`config.mk`:
```
export PLATFORM = sky130hd
export DESIGN_NAME = uart_tx
export DESIGN_NICKNAME = d
export VERILOG_FILES = /design/src/rtl/uart_tx.sv
export SDC_FILE = /design/constraint.sdc
export NUM_CORES = 1
export LEC_CHECK = 0
export ABC_AREA = 1
export BUFFER_PORTS_ARGS = -buffer_cell sky130_fd_sc_hd__clkbuf_2
export CORE_AREA = 4 4 77 57
export DETAILED_ROUTE_END_ITERATION = 12
export DIE_AREA = 0 0 81 61
export PLACE_DENSITY_LB_ADDON = 0.2
export SYNTH_ARGS = -nofsm -noshare
export SYNTH_HDL_FRONTEND = slang
export SYNTH_SLANG_ARGS = --single-unit
```
`constraint.sdc`:
```
create_clock -name clock -period 1.7 [get_ports clock]
set_input_delay 0.17 -clock clock [delete_from_list [all_inputs] [get_ports clock]]
set_output_delay 0.17 -clock clock [all_outputs]
set_load 0.02 [all_outputs]
```
`src/rtl/uart_tx.sv`:
```
// -----------------------------------------------------------------------------
// uart_tx
// Byte-wide UART transmitter for the keyboard serial link. A rising edge on the
// level-style send enable requests one 8N1 frame. The frame is a start bit,
// then eight data bits LSB first, then one stop bit. Each bit is held for
// CLK_FREQ / UART_BPS clocks.
//
// Ports:
//   clock     in   1  system clock, all state updates on the rising edge
//   reset     in   1  asynchronous, active-low reset
//   uart_en   in   1  send enable (level); a 0->1 transition requests a frame
//   uart_din  in   8  byte to send, captured when the request is accepted
//   uart_txd  out  1  serial line, idles high
//   tx_busy   out  1  high while a frame is on the line
//   tx_done   out  1  one-cycle pulse after the stop bit completes
// -----------------------------------------------------------------------------
module uart_tx #(
    parameter int CLK_FREQ = 50_000_000,
    parameter int UART_BPS = 9600
) (
    input  logic       clock,
    input  logic       reset,
    input  logic       uart_en,
    input  logic [7:0] uart_din,
    output logic       uart_txd,
    output logic       tx_busy,
    output logic       tx_done
);

    // Clocks per bit; the configuration must give at least 2.
    localparam int               BPS_CNT  = CLK_FREQ / UART_BPS;
    localparam int               CNT_W    = (BPS_CNT > 1) ? $clog2(BPS_CNT) : 1;
    localparam logic [CNT_W-1:0] CNT_MAX  = CNT_W'(BPS_CNT - 1);
    localparam logic [3:0]       LAST_BIT = 4'd8;   // index of data bit 7
    localparam logic [3:0]       STOP_BIT = 4'd9;

    typedef enum logic {
        IDLE = 1'b0,
        SEND = 1'b1
    } state_t;

    state_t           state;
    state_t           state_next;

    logic             e0;
    logic             e1;
    logic             start;
    logic [CNT_W-1:0] clk_cnt;
    logic [3:0]       bit_cnt;
    logic [7:0]       tx_data;
    logic             bit_end;
    logic             frame_end;

    // A request is the first cycle in which the synchronised enable is high.
    assign start     = e0 & ~e1;
    assign bit_end   = (clk_cnt == CNT_MAX);
    assign frame_end = bit_end && (bit_cnt == STOP_BIT);

    // -------------------------------------------------------------------------
    // State register
    // -------------------------------------------------------------------------
    // NOTE: clocked state uses non-blocking (<=) so every register samples the
    // values from before the edge, independent of statement order.
    always_ff @(posedge clock or negedge reset) begin
        if (!reset) begin
            state <= IDLE;
        end else begin
            state <= state_next;
        end
    end

    // -------------------------------------------------------------------------
    // Next-state logic. Requests seen while in SEND are ignored, including the
    // one that lands on the SEND->IDLE edge.
    // -------------------------------------------------------------------------
    always_comb begin
        // NOTE: default assignment first so no path leaves state_next
        // unassigned, which would otherwise infer a latch.
        state_next = state;
        case (state)
            IDLE:    if (start)     state_next = SEND;
            SEND:    if (frame_end) state_next = IDLE;
            default:                state_next = IDLE;
        endcase
    end

    // -------------------------------------------------------------------------
    // Output decode
    // -------------------------------------------------------------------------
    always_comb begin
        tx_busy = (state == SEND);
    end

    // -------------------------------------------------------------------------
    // Datapath: edge detector, bit timing, captured byte and the registered
    // serial line. The line is registered so it never glitches.
    // -------------------------------------------------------------------------
    always_ff @(posedge clock or negedge reset) begin
        if (!reset) begin
            e0       <= 1'b0;
            e1       <= 1'b0;
            clk_cnt  <= '0;
            bit_cnt  <= '0;
            tx_data  <= '0;
            uart_txd <= 1'b1;
            tx_done  <= 1'b0;
        end else begin
            e0      <= uart_en;
            e1      <= e0;
            tx_done <= 1'b0;

            case (state)
                IDLE: begin
                    if (start) begin
                        tx_data  <= uart_din;
                        clk_cnt  <= '0;
                        bit_cnt  <= '0;
                        uart_txd <= 1'b0;              // start bit
                    end
                end
                SEND: begin
                    if (!bit_end) begin
                        clk_cnt <= clk_cnt + CNT_W'(1);
                    end else begin
                        clk_cnt <= '0;
                        if (bit_cnt == STOP_BIT) begin
                            // Stop bit finished: the line stays high.
                            bit_cnt  <= '0;
                            uart_txd <= 1'b1;
                            tx_done  <= 1'b1;
                        end else begin
                            // The new bit index is bit_cnt+1, so the data bit
                            // to send is tx_data[bit_cnt]. After bit 7 comes
                            // the stop bit.
                            bit_cnt  <= bit_cnt + 4'd1;
                            uart_txd <= (bit_cnt == LAST_BIT) ? 1'b1
                                                              : tx_data[bit_cnt[2:0]];
                        end
                    end
                end
                default: ;
            endcase
        end
    end

endmodule

```
* After elaboration in Yosys (flattened, before gate mapping) *
Index checks and enable logic that the tools add are counted.

cells by class
  add/subtract/negate cells = 2
  order comparisons = 1
  eq/ne operators = 5
  muxes and demuxes = 20
  bitwise logic cells = 3
  reductions and logical operators = 3

operator list
  kind                   count
  $mux 13                2
  $pmux 13 s2            1
  $add 13x1->13 const B  1
  $eq 13x13->1 const B   1
  $mux 4                 3
  $mux 1                 10
  $eq 4x4->1 const B     2
  $pmux 4 s2             1
  $add 4x1->4 const B    1
  $lt 3x4->1 const B     1
  $pmux 1 s2             2
  $reduce_and 2->1       2
  $bmux 1 s3             1
  $ne 2x1->1 const B     1
  $ne 2x2->1 const B     1
  $not 1->1              2
  $and 1x1->1            1
  $logic_and 1x1->1      1

word-level totals
  flip-flop bits (word level) = 30
  logic and storage cells = 42

* Logic depth before layout (Yosys ltp) *
  word-level depth = 6
  mapped depth = 8
  gate-level depth less buffers = 8

* Least setup slack after synthesis *
Ideal clock, no wire load.

  kind = register to register
  from = register state, in the netlist tx_busy
  to = register tx_data[6]
  library setup time = 124 ps
  arrival time = 1138 ps
  required time = 1576 ps
  setup slack = 438 ps
  cell stages (with the launch flop) = 7
  path buffers = 2
  cell sequence = dfrtp_1 > buf_4 > inv_4 > nand3_4 > buf_2 > nor2_1 > a21oi_1

on the way
  longest elaborated chain between the ends = 2

ends and longest elaborated chain
  element                     line  RTL
  start, declared             42    state_t state;
  start signal, assigned      68    state <= state_next;
  $not 1->1 (no line)         -
  $reduce_and 2->1 (no line)  -
  end signal, assigned        115   tx_data <= uart_din;
  end, declared               50    logic [7:0] tx_data;

No other way between the ends.
A chain may end at the register's enable or synchronous reset.

* Final worst setup path *
  from = register clk_cnt[0]
  to = register bit_cnt[1]

on the way
  longest elaborated chain between the ends = 3

ends and longest elaborated chain
  element                     line  RTL
  start, declared             48    logic [CNT_W-1:0] clk_cnt;
  start signal, assigned      123   clk_cnt <= clk_cnt + CNT_W'(1);
  $eq 13x13->1                56    assign bit_end = (clk_cnt == CNT_MAX);
  $ne 2x1->1 (no line)        -
  $reduce_and 2->1 (no line)  -
  end signal, assigned        135   bit_cnt <= bit_cnt + 4'd1;
  end, declared               49    logic [3:0] bit_cnt;

No other way between the ends.

==> impl_summary.txt <==
----------------------------------------------------
[Clock tree]
  CTS tree ... done
  # clock sinks ... 30
  Setup fix buffers added after clock tree synthesis ... 0
  Hold buffer count at cts ... 2
  Root buffer cell ... sky130_fd_sc_hd__clkbuf_8
  CTS H-tree depth ... 2
  Worst-path clk slew ... 0.06 ns
  Number of buffers between clock root and the deepest sink ... 2
  CTS Buf Count ... 5
  Gates resized, CTS repair ... 0
  Clock latency of the later-clocked register in the worst-skew pair ... 0.28 ns

[Logic synthesis]
  Synthesized area divided by synthesized cell count ... 8.32 um2
  Most frequently used cell type in the post-synthesis netlist ... sky130_fd_sc_hd__nand2_1
  Mapped Area ... 0.00161 mm2
  Distinct cell type count of the synthesized netlist ... 28
  Ys async rst share ... 100%
  Synthesized instance count ... 193
  Number of synthesis warnings ... 0
  Cell type with the highest aggregate area in the netlist ... sky130_fd_sc_hd__dfrtp_1
  Ys flop type ... sky130_fd_sc_hd__dfrtp_1
  Synthesized netlist net count ... 205
  Post-synthesis register bit count ... 30
  Part of the Yosys area used for sequential elements ... 46.8%
  Fraction of post-synthesis cell area in the top cell type by area ... 45.2%
  EDFF count, synth ... 0
  Most instantiated cells after synthesis ... 49 x sky130_fd_sc_hd__nand2_1, 29 x sky130_fd_sc_hd__dfrtp_1, 22 x sky130_fd_sc_hd__nand3_1
  Cell types occupying the most area after synthesis ... sky130_fd_sc_hd__dfrtp_1 45%, sky130_fd_sc_hd__nand2_1 11%, sky130_fd_sc_hd__nand3_1 6.9%

[Floorplanning]
  Die H ... 61 um
  Area of the die ... 0.00494 mm2
  Boundary Pins ... 14
  CORE AREA ... 0.00356 mm2
  Site row count ... 18
  Initial cell density of the core ... 45.1%
  Die span in x ... 81 um

[Detailed routing]
  Vias ... 1321
  Number of antenna-violating nets in the routed design ... 0
  Final routed wirelength across all metal layers ... 3.28 mm
  Mean number of vias per cell ... 4.98
  Length of the first detailed-routing pass in iterations ... 4
  DRC marker count from the first detailed-route iteration ... 86
  DRC violations left ... 0
  Final routed wire length divided by cell count ... 12.4 um

[Timing]
  Pins over their slew limit ... 0
  Max Clock Freq ... 0.743 GHz
  Setup total negative slack ... 0 ns
  Final worst-path setup slack ... 0.355 ns
  Worst Tran Pin Value ... 0.753 ns
  Worst hold slack ... 0.126 ns
  Post-route minimum period ... 1.35 ns
  Worst Clk Skew ... 0.00442 ns
  Total of endpoints with negative setup slack in the final report ... 0
  Final worst path period share ... 79.1%
  Setup repair after global routing missed its margin ... false
  Relative max-transition margin ... 49.8%
  Final hold violation count ... 0

[Placement]
  Placed cell areas ... 0.00173 mm2
  Number of buffer cells added on primary ports ... 13
  RePlAce Congestion ... 0.868
  HPWL Detailed ... 2.46 mm
  Setup Slack @ Placement ... 0.345 ns
  Cell count after placement ... 255

[Pwr]
  Internal power ... 1.34 mW
  Proportion of power drawn by the clock network ... 29.4%
  Standby leakage power ... 0.833 nW
  NetSw ... 638 uW
  Max IR drop VDD ... 0.584 mV
  Sequential group share of total power ... 48.8%
  Combinational cell fraction of total power ... 21.8%
  Switching power share of the total ... 32.3%
  Power density normalized to cell area ... 1070 mW/mm2

[Critical path]
  Critical path, cell by cell ... ha_1 > nand2_2 > nor2_4 > nand4_1 > nand3_1 > nand2_1
  Number of cells on the worst reg-to-reg path ... 6
  Count of buffer and inverter cells on the critical path ... 0
  R2R setup slack ... 0.35 ns
  Startpoint kind of the worst setup timing path ... register
  Logic depth of the worst path, buffers included ... 6
  Launch point of the worst reg-to-reg path ... clk_cnt[0]
  Launch point of the critical path ... clk_cnt[0]
  End of the critical path ... bit_cnt[1]
  Kind of cell with the highest combined delay on the critical path ... simple AND/OR/NAND/NOR gates
  Crit end category ... register
  Worst setup path class ... register to register
  CP peak stage delay ... 0.38 ns
  Worst reg2reg endpoint ... bit_cnt[1]
  Required time of the critical path ... 1.87 ns
  Library cell contributing the largest single delay on the critical path ... sky130_fd_sc_hd__dfrtp_1
  Critical path fanouts, max ... 5
  Data arrival at the endpoint of the critical path ... 1.51 ns

[Layout]
  Non-Filler Cell Area, Final ... 0.00184 mm2
  Ratio of cells with drive above 1 in the final layout ... 19.1%
  Antenna fix cells ... 0
  Area overhead of the layout relative to synthesis ... 14.6%
  Area of all sequential standard cells ... 752 um2
  Post-layout nets ... 226
  Non-filler cells, final ... 265
  Count of fill cells added during filler insertion ... 357
  Multi-input logic area ... 752 um2

[Flow run]
  Max-capacitance violation count ... 0

[Global routing]
  Vias in the first global route ... 1188
  Total congestion overflow ... 0
  Pin count of the biggest net entering global routing ... 31
  First-pass GRT wire length ... 5.57 mm
  Total global-route track usage ... 15.4%
  Number of antenna violations at the first check in global routing ... 0

[Min path]
  Hold path depth ... 2
  Min-delay worst type ... primary input to register
  Startpoint of the worst hold path ... uart_din[1]

[Run status]
  Status ... finished clean

----------------------------------------------------
## flip-flops by register name (all words and copies together) (netlist names)
| name | count |
|---|---|
| bit_cnt | 4 |
| clk_cnt | 13 |
| tx_done | 1 |
| e1 | 1 |
| tx_busy | 1 |
| uart_txd | 1 |
| e0 | 1 |
| tx_data | 8 |
## cell type report
type / instances / area share (%)
Sequential cell: 30 / 40.8
Clock buffer: 8 / 4.89
Timing Repair Buffer: 17 / 5.43
Tap cell: 50 / 3.40
Multi-Input combinational cell: 138 / 40.8
Inverter: 22 / 4.62
## worst reg2reg max path: stages (launching register included)
cell and delay [ns]:
sky130_fd_sc_hd__dfrtp_1 0.38, sky130_fd_sc_hd__ha_1 0.19, sky130_fd_sc_hd__nand2_2 0.10, sky130_fd_sc_hd__nor2_4 0.16, sky130_fd_sc_hd__nand4_1 0.21, sky130_fd_sc_hd__nand3_1 0.14
sky130_fd_sc_hd__nand2_1 0.05
## cell usage in the layout (no fill, tap or decap)
| cell type | n |
|---|---|
| sky130_fd_sc_hd__a21oi_1 | 7 |
| sky130_fd_sc_hd__ha_1 | 1 |
| sky130_fd_sc_hd__nand3_4 | 2 |
| sky130_fd_sc_hd__inv_2 | 2 |
| sky130_fd_sc_hd__nand4_1 | 5 |
| sky130_fd_sc_hd__nor2_1 | 15 |
| sky130_fd_sc_hd__o31ai_1 | 2 |
| sky130_fd_sc_hd__a21oi_4 | 1 |
| sky130_fd_sc_hd__nand2_2 | 3 |
| sky130_fd_sc_hd__clkbuf_2 | 13 |
| sky130_fd_sc_hd__buf_4 | 2 |
| sky130_fd_sc_hd__nor2_8 | 1 |
| sky130_fd_sc_hd__o22ai_1 | 2 |
| sky130_fd_sc_hd__dlygate4sd3_1 | 2 |
| sky130_fd_sc_hd__nor2_4 | 3 |
| sky130_fd_sc_hd__nor4_1 | 1 |
| sky130_fd_sc_hd__xor2_1 | 3 |
| sky130_fd_sc_hd__inv_4 | 1 |
| sky130_fd_sc_hd__inv_1 | 19 |
| sky130_fd_sc_hd__nand3_1 | 22 |
| sky130_fd_sc_hd__xnor2_1 | 1 |
| sky130_fd_sc_hd__mux2_2 | 4 |
| sky130_fd_sc_hd__clkbuf_1 | 2 |
| sky130_fd_sc_hd__o21bai_1 | 1 |
| sky130_fd_sc_hd__o21ai_0 | 11 |
| sky130_fd_sc_hd__nor2_2 | 2 |
| sky130_fd_sc_hd__dfrtp_1 | 29 |
| sky130_fd_sc_hd__dfstp_2 | 1 |
| sky130_fd_sc_hd__o21ai_1 | 2 |
| sky130_fd_sc_hd__nand2_1 | 49 |
| sky130_fd_sc_hd__clkbuf_8 | 6 |
## kinds of logic (layout without fill, tap and decap cells)
group | Yosys count | after routing | synth area share [%]
xor+xnor | 4 | 4 | 2.18
compound gates | 26 | 26 | 9.42
buf+inv | 25 | 47 | 6.39
mux | 4 | 4 | 2.80
simple gates | 103 | 103 | 31.6
flops | 30 | 30 | 46.8
fa+ha+maj | 1 | 1 | 0.779
## power by group through the flow
| stage | Clock (mW) | Sequential, mW | Combinational, mW |
|---|---|---|---|
| floorplan | 0 | 0.943 | 0.335 |
| global placement | 0 | 0.969 | 0.423 |
| detailed placement | 0 | 0.974 | 0.429 |
| CTS | 0.602 | 0.961 | 0.434 |
| global route | 0.635 | 0.981 | 0.496 |
| finish | 0.580 | 0.962 | 0.431 |
## through the flow
stage | total power, mW | util (%)
after detailed placement | 1.40 | 48.7
final | 1.97 | 51.8
after CTS | 2.00 | 51.8
after floorplan | 1.28 | -
after global routing | 2.11 | 51.8
after global placement | 1.39 | 48.7
## worst min-delay path by stage
stage                 endpoint  slack, ns
global route        tx_data[1]       0.12
floorplan           bit_cnt[0]      -0.13
global placement    clk_cnt[9]       0.27
finish              tx_data[1]       0.13
detailed placement  clk_cnt[8]       0.27
CTS                 tx_data[5]       0.12
## metal layers
layer | wire length [um] | track usage (%) | up-vias
met2 | 1350 | 20.0 | 41
met4 | 32 | 6.02 | 0
li1 | - | - | 675
met5 | 0 | 0 | -
met1 | 1670 | 23.3 | 601
met3 | 239 | 4.75 | 4
(Power assumes the default switching activity.)
